`src/rtl/ftransform_wht_if.sv`:
```
// Handshake bundle between the forward DCT DC stream, the luma WHT and the quantiser.
// The master drives DC samples in; the slave returns the transformed coefficients.
interface ftransform_wht_if #(
    parameter int DW = 16
);
    logic              start;
    logic              dc_valid;
    logic [DW-1:0]     dc_in;
    logic [DW*16-1:0]  out;
    logic              done;
    logic              busy;

    modport master (output start, dc_valid, dc_in, input out, done, busy);
    modport slave  (input start, dc_valid, dc_in, output out, done, busy);
endinterface

```
`src/rtl/ftransform_wht.sv`:
```
// Forward 4x4 Walsh-Hadamard transform of the 16 luma DC coefficients of a macroblock.
// Collects one sample per cycle, then runs a horizontal and a vertical pass, one register each.
module ftransform_wht #(
    parameter int BLOCK_SIZE = 4,
    parameter int DW         = 16
) (
    input  logic            clk,
    input  logic            rst_n,
    ftransform_wht_if.slave bus
);
    localparam int NC = BLOCK_SIZE * BLOCK_SIZE;

    logic [3:0]           count;
    logic [3:0]           wr_idx;
    logic                 last_sample;
    logic                 s1_valid;
    logic                 s2_valid;
    logic signed [DW-1:0] dc       [NC];
    logic signed [17:0]   tmp      [NC];
    logic signed [17:0]   tmp_next [NC];
    logic [DW*NC-1:0]     out_next;

    // start forces the current sample (if any) to index 0.
    assign wr_idx      = bus.start ? 4'd0 : count;
    assign last_sample = bus.dc_valid && (wr_idx == 4'd15);
    assign bus.busy    = (count != 4'd0) | s1_valid | s2_valid;

    // Horizontal pass over each row of the collected buffer.
    logic signed [17:0] h0, h1, h2, h3, ha0, ha1, ha2, ha3;
    always_comb begin
        h0 = '0; h1 = '0; h2 = '0; h3 = '0;
        ha0 = '0; ha1 = '0; ha2 = '0; ha3 = '0;
        for (int i = 0; i < NC; i++) tmp_next[i] = '0;
        for (int r = 0; r < 4; r++) begin
            h0  = dc[4*r];
            h1  = dc[4*r+1];
            h2  = dc[4*r+2];
            h3  = dc[4*r+3];
            ha0 = h0 + h2;
            ha1 = h1 + h3;
            ha2 = h1 - h3;
            ha3 = h0 - h2;
            tmp_next[4*r]   = ha0 + ha1;
            tmp_next[4*r+1] = ha3 + ha2;
            tmp_next[4*r+2] = ha3 - ha2;
            tmp_next[4*r+3] = ha0 - ha1;
        end
    end

    // Vertical pass; the final >>>1 floors toward minus infinity with no rounding offset.
    logic signed [19:0] v0, v1, v2, v3, va0, va1, va2, va3, vb0, vb1, vb2, vb3;
    logic signed [19:0] sh0, sh1, sh2, sh3;
    always_comb begin
        v0 = '0; v1 = '0; v2 = '0; v3 = '0;
        va0 = '0; va1 = '0; va2 = '0; va3 = '0;
        vb0 = '0; vb1 = '0; vb2 = '0; vb3 = '0;
        sh0 = '0; sh1 = '0; sh2 = '0; sh3 = '0;
        out_next = '0;
        for (int c = 0; c < 4; c++) begin
            v0  = tmp[c];
            v1  = tmp[4+c];
            v2  = tmp[8+c];
            v3  = tmp[12+c];
            va0 = v0 + v2;
            va1 = v1 + v3;
            va2 = v1 - v3;
            va3 = v0 - v2;
            vb0 = va0 + va1;
            vb1 = va3 + va2;
            vb2 = va3 - va2;
            vb3 = va0 - va1;
            sh0 = vb0 >>> 1;
            sh1 = vb1 >>> 1;
            sh2 = vb2 >>> 1;
            sh3 = vb3 >>> 1;
            out_next[DW*c      +: DW] = sh0[DW-1:0];
            out_next[DW*(4+c)  +: DW] = sh1[DW-1:0];
            out_next[DW*(8+c)  +: DW] = sh2[DW-1:0];
            out_next[DW*(12+c) +: DW] = sh3[DW-1:0];
        end
    end

    // NOTE: the sample buffer and stage-1 array carry no reset; their contents are only
    // consumed behind count/valid flags, which are reset, so stale data is never observed.
    always_ff @(posedge clk) begin
        if (bus.dc_valid) dc[wr_idx] <= bus.dc_in;
        if (s1_valid)     tmp <= tmp_next;
    end

    always_ff @(posedge clk) begin
        if (!rst_n) begin
            count    <= 4'd0;
            s1_valid <= 1'b0;
            s2_valid <= 1'b0;
            bus.done <= 1'b0;
            bus.out  <= '0;
        end else begin
            if (bus.dc_valid)   count <= wr_idx + 4'd1;
            else if (bus.start) count <= 4'd0;
            s1_valid <= last_sample;
            s2_valid <= s1_valid;
            bus.done <= s2_valid;
            if (s2_valid) bus.out <= out_next;
        end
    end
endmodule

```
`src/flat_wrapper.sv`:
```
// flat-port wrapper written by rule: the top's interface ports become plain ports
module ftransform_wht_flat 
#(
    parameter int BLOCK_SIZE = 4,
    parameter int DW         = 16
)
  (clk, rst_n, bus_start, bus_dc_valid, bus_dc_in, bus_out, bus_done, bus_busy);
  ftransform_wht_if #(.DW(DW)) bus_i ();
  input  logic clk;
  input  logic rst_n;
  input wire logic [$bits(bus_i.start)-1:0] bus_start;
  input wire logic [$bits(bus_i.dc_valid)-1:0] bus_dc_valid;
  input wire logic [$bits(bus_i.dc_in)-1:0] bus_dc_in;
  output wire logic [$bits(bus_i.out)-1:0] bus_out;
  output wire logic [$bits(bus_i.done)-1:0] bus_done;
  output wire logic [$bits(bus_i.busy)-1:0] bus_busy;
  assign bus_i.start = bus_start;
  assign bus_i.dc_valid = bus_dc_valid;
  assign bus_i.dc_in = bus_dc_in;
  assign bus_out = bus_i.out;
  assign bus_done = bus_i.done;
  assign bus_busy = bus_i.busy;
  ftransform_wht #(.BLOCK_SIZE(BLOCK_SIZE), .DW(DW)) u_core (.clk(clk), .rst_n(rst_n), .bus(bus_i));
endmodule
```
`config.mk`:
```
export PLATFORM = sky130hd
export DESIGN_NAME = ftransform_wht_flat
export DESIGN_NICKNAME = d
export VERILOG_FILES = /design/src/rtl/ftransform_wht_if.sv /design/src/rtl/ftransform_wht.sv /design/src/flat_wrapper.sv
export SDC_FILE = /design/constraint.sdc
export NUM_CORES = 2
export LEC_CHECK = 0
export ABC_AREA = 1
export BUFFER_PORTS_ARGS = -buffer_cell sky130_fd_sc_hd__buf_2
export CORE_MARGIN = 4
export CORE_UTILIZATION = 40
export DETAILED_ROUTE_END_ITERATION = 16
export PLACE_DENSITY = 0.66
export REMOVE_ABC_BUFFERS = 1
export SYNTH_ARGS = -nofsm -noshare
export SYNTH_HDL_FRONTEND = slang
export SYNTH_SLANG_ARGS = --single-unit
```
`constraint.sdc`:
```
create_clock -name clk -period 13.25 [get_ports clk]
set_input_delay 1.9875 -clock clk [delete_from_list [all_inputs] [get_ports clk]]
set_output_delay 1.9875 -clock clk [all_outputs]
set_load 0.005 [all_outputs]
```
* After elaboration in Yosys (flattened, before gate mapping)
Memory sizes are Yosys's and may differ from the RTL's.
Cells that the tools add are included.
** Cells by class
- $add $sub $neg :: 65
- Multipliers :: 0
- Order comparisons :: 0
- Div/mod/pow operators :: 0
- Shifts and indexed selects :: 0
- Bitwise operators :: 2
- Muxes and demuxes :: 4
- Eq/ne operators :: 1
- Reduce and logical (&&, ||, !) cells :: 2
** Operators by type and width (count)
- adder 17 bit :: 24
- subtractor 17 bit :: 24
- adder 16 x 16 -> 17 bit :: 8
- subtractor 16 x 16 -> 17 bit :: 8
- 2-to-1 mux 4 bit :: 2
- adder 4 x 1 -> 4 bit (second input constant) :: 1
- == test 4 bit (second input constant) :: 1
- nonzero test 4 bit :: 1
- 2-to-1 mux 1 bit :: 2
- bitwise OR 1 bit :: 2
- logical AND 1 bit :: 1
** Word-level totals
- Register bits :: 535
- Memories :: 1
- Memory bits (read-only) :: 0
- Bits in writable memories :: 256
- Output and inout port bits :: 258
- Logic and storage cells :: 96
- Latch bits :: 0
** Memories
- u_core.dc :: depth 16, width 16, read ports 16, clocked after Yosys merged registers in 0, write ports 1, RTL line ftransform_wht.sv:18 : logic signed [DW-1:0] dc [NC];

* Longest topological paths before layout
- Depth in word-level cells :: 3
- Mapped depth :: 26

* Worst setup path after synthesis
No wires, ideal clock.
- Path kind :: register to output
- Start :: register u_core.s1_valid
- End :: output port bus_busy
- Required time :: 11.262 ns
- Cell stages (with the launch flop) :: 3
- Arrival :: 6.315 ns
- Path slack :: 4.948 ns
- Cells stage by stage :: dfxtp_1 > nor4_1 > nand3_1
** On the way
- Longest elaborated chain between the ends :: 2
** RTL lines
- start, declared :: RTL line ftransform_wht.sv:16 : logic s1_valid;
- start signal, assigned :: RTL line ftransform_wht.sv:100 : s1_valid <= last_sample;
- bitwise OR 1 bit (2 in series) :: RTL line ftransform_wht.sv:26 : assign bus.busy = (count != 4'd0) | s1_valid | s2_valid;
- end, declared :: RTL line flat_wrapper.sv:16 : output wire logic [$bits(bus_i.busy)-1:0] bus_busy;
No other way between the ends.

==> impl_metrics.env <==
export IMPL_max_freq_mhz=225
export IMPL_globalRouteOverflowTotal=0
export IMPL_clock_sinks=783
export IMPL_cts_tree="yes"
export IMPL_area_growth_syn_to_layout_pct=8.47
export IMPL_post_cts_setup_buffers=0
export IMPL_synth_cell_types=67
export IMPL_tightestPinTransition_ns=1.22
export IMPL_fin_tns_setup_ns=0
export IMPL_maxCapViolations=0
export IMPL_grt_pass1_wl_mm=397
export IMPL_max_stage_delay_ns=0.51
export IMPL_cp_arrival_ns=4.96
export IMPL_r2r_start="u_core.dc[7][0]"
export IMPL_grtUsageTotal=0.262
export IMPL_finalSetupViolCount=0
export IMPL_hold_buffers=0
export IMPL_n_fill_cell=19000
export IMPL_async_flop_share=0
export IMPL_ys_flop_type="edfxtp_1"
export IMPL_r2r_cells=18
export IMPL_drive_gt1_frac=0.0651
export IMPL_design_area_sq_um=82300
export IMPL_dieArea_sq_um=197000
export IMPL_yosysSeqAreaShare=0.275
export IMPL_grt_max_degree=141
export IMPL_grt_pass1_vias=63200
export IMPL_rsz0062_at_grt="false"
export IMPL_dpl_cell_area_sq_um=79100
export IMPL_fin_crit_sh=0.335
export IMPL_synth_seq_cells=783
export IMPL_critPathCaptureType="register"
export IMPL_avgSynthCellArea_sq_um=7.46
export IMPL_place_gp_congestion=1.01
export IMPL_powerDensity_nw_per_um2=71.0
export IMPL_detail_route_antenna_nets=0
export IMPL_start_kind="register"
export IMPL_critPathBufInv=3
export IMPL_rrSetupSlack_ns=8.81
export IMPL_power_leakage_nw=42.3
export IMPL_ctsResizeCount=0
export IMPL_worstHoldStart="u_core.bus.out[122]"
export IMPL_cts_inserted_buffers=97
export IMPL_slew_viol_final=0
export IMPL_dp_slack_ns=8.89
export IMPL_crit_start="u_core.dc[7][0]"
export IMPL_viasPerCell=5.24
export IMPL_cts_root_buffer="clkbuf_16"
export IMPL_dp_hpwl_mm=222
export IMPL_ir_drop_mv=0.103
export IMPL_crit_cells=18
export IMPL_hold_path_class="reg2reg"
export IMPL_fin_nets=11300
export IMPL_ios=278
export IMPL_die_w_microns=444
export IMPL_crit_end="u_core.tmp[177]"
export IMPL_start_util=0.403
export IMPL_antenna_found_initial=28
export IMPL_synth_edf_count=520
export IMPL_routed_wl_mm=268
export IMPL_cts_max_path_buffers=3
export IMPL_cp_slowest_cell="ha_1"
export IMPL_cp_top_family="adder cells"
export IMPL_period_needed_ns=4.44
export IMPL_core_sq_um=188000
export IMPL_die_y_microns=444
export IMPL_syn_cell_area_sq_um=75900
export IMPL_drc=0
export IMPL_vias=67200
export IMPL_core_rowCount=159
export IMPL_slew_headroom=0.178
export IMPL_drtPass1Iterations=7
export IMPL_worstPathRequired_ns=13.77
export IMPL_layout_common_cells="inv_1 (1802), nand2_1 (1647), ha_1 (1004)"
export IMPL_h_tree_depth=3
export IMPL_syn_instance_count=10200
export IMPL_outcome="finished, final reports clean"
export IMPL_dr_first_iter_drc_count=5974
export IMPL_setup_ws_ns=8.81
export IMPL_clk_pin_slew_ns=0.06
export IMPL_cp_cell_sequence="ha_1 > fa_1 > inv_1 > nand3_1 > nand2_1 > nand3_1 > o21ai_2 > nand3_1 > nand2_1 > xor2_1 > inv_1 > ha_1 > inv_1 > a21oi_1 > o21ai_0 > a211oi_1 > nand2_1 > xor2_1"
export IMPL_avgRoutedWirePerCell_microns=20.9
export IMPL_path_class="reg2reg"
export IMPL_clock_latency_ns=0.77
export IMPL_yosysWarnings=0
export IMPL_total_power_mw=5.85
export IMPL_hold_viol_final=0
export IMPL_layout_commonest_cell="inv_1"
export IMPL_port_buffer_count=277
export IMPL_crit_fanout=8
export IMPL_r2r_end="u_core.tmp[177]"
export IMPL_fin_worst_skew_ns=0.0508
export IMPL_holdWs_ns=0.476
[kinds of logic (layout without fill, tap and decap cells)]
family | after synthesis | count (layout) | synth area share
AND/OR/NAND/NOR | 3290 | 3290 | 0.177
buffers and inverters | 2176 | 2324 | 0.112
AO/OA/AOI/OAI | 2031 | 2031 | 0.158
adder cells (fa/ha/maj) | 1068 | 1068 | 0.182
XOR/XNOR | 825 | 825 | 0.0955
flip-flops | 783 | 783 | 0.275
other | 0 | 9 | 0
[cell type report]
class                           count  area, sq um  share of cell area
Clock buffer                      117         2550              0.0310
Inverter                         1836         6900              0.0838
Multi-Input combinational cell   7214        46500               0.565
Tap cell                         2495         3120              0.0379
Clock inverter                     65          701             0.00851
Antenna cell                        9         22.5            0.000273
Sequential cell                   783        20900               0.254
Timing Repair Buffer              306         1630              0.0198
[report_power, final]
part	leakage, nW	switching [mW]	internal [mW]
registers	6.80	0.00335	2.62
clock network	1.55	1.18	1.57
logic	34.0	0.348	0.130
total	42.3	1.53	4.32
[routing by layer]
layer  vias up  track usage  wire (microns)
li1      32900            -               -
met1     32000        0.368          124000
met2      2029        0.418          119000
met3       306       0.0359           15900
met4         4       0.0779            8810
met5         -            0              32
[worst min path at each step]
| stage | endpoint | slack (ns) | depth (start not counted) |
|---|---|---|---|
| global route | u_core.bus.out[122] | 0.50 | 2 |
| detailed placement | u_core.bus.out[122] | 0.46 | 2 |
| floorplan | u_core.bus.out[106] | 0.47 | 2 |
| global placement | u_core.bus.out[218] | 0.46 | 2 |
| CTS | u_core.bus.out[122] | 0.48 | 2 |
| finish | u_core.bus.out[122] | 0.48 | 2 |
[sequential cells by signal, indices dropped and copies added (netlist names)]
signal / count
u_core.bus.out: 256
u_core.s1_valid: 1
u_core.dc: 256
u_core.tmp: 264
u_core.count: 4
u_core.s2_valid: 1
u_core.bus.done: 1
[per-stage QoR]
| step | std cells | util |
|---|---|---|
| 2_1_floorplan | 9833 | - |
| 3_3_place_gp | 12600 | 0.420 |
| 3_5_place_dp | 12600 | 0.420 |
| 4_1_cts | 12800 | 0.437 |
| 5_1_grt | 12800 | 0.437 |
| 6_report | 12800 | 0.438 |
[Yosys cell counts, types with 150 or more instances]
| master | n | area, sq um |
|---|---|---|
| xor2_1 | 756 | 6620 |
| buf_2 | 178 | 891 |
| nand2_1 | 1647 | 6180 |
| edfxtp_1 | 520 | 15600 |
| ha_1 | 1004 | 12600 |
| o21ai_0 | 465 | 2330 |
| dfxtp_1 | 263 | 5270 |
| a21oi_1 | 855 | 4280 |
| o21bai_1 | 150 | 1130 |
| nand3_1 | 396 | 1980 |
| nor2_1 | 976 | 3660 |
| inv_1 | 1802 | 6760 |
[worst register-to-register path, stage by stage (launching register included)]
cell	delay [ns]
edfxtp_1	0.40
ha_1	0.30
fa_1	0.41
inv_1	0.09
nand3_1	0.07
nand2_1	0.15
nand3_1	0.12
o21ai_2	0.25
nand3_1	0.12
nand2_1	0.09
xor2_1	0.37
inv_1	0.09
ha_1	0.51
inv_1	0.12
a21oi_1	0.32
o21ai_0	0.17
a211oi_1	0.22
nand2_1	0.10
xor2_1	0.32
Note: power is estimated with default switching activity, not from simulation.
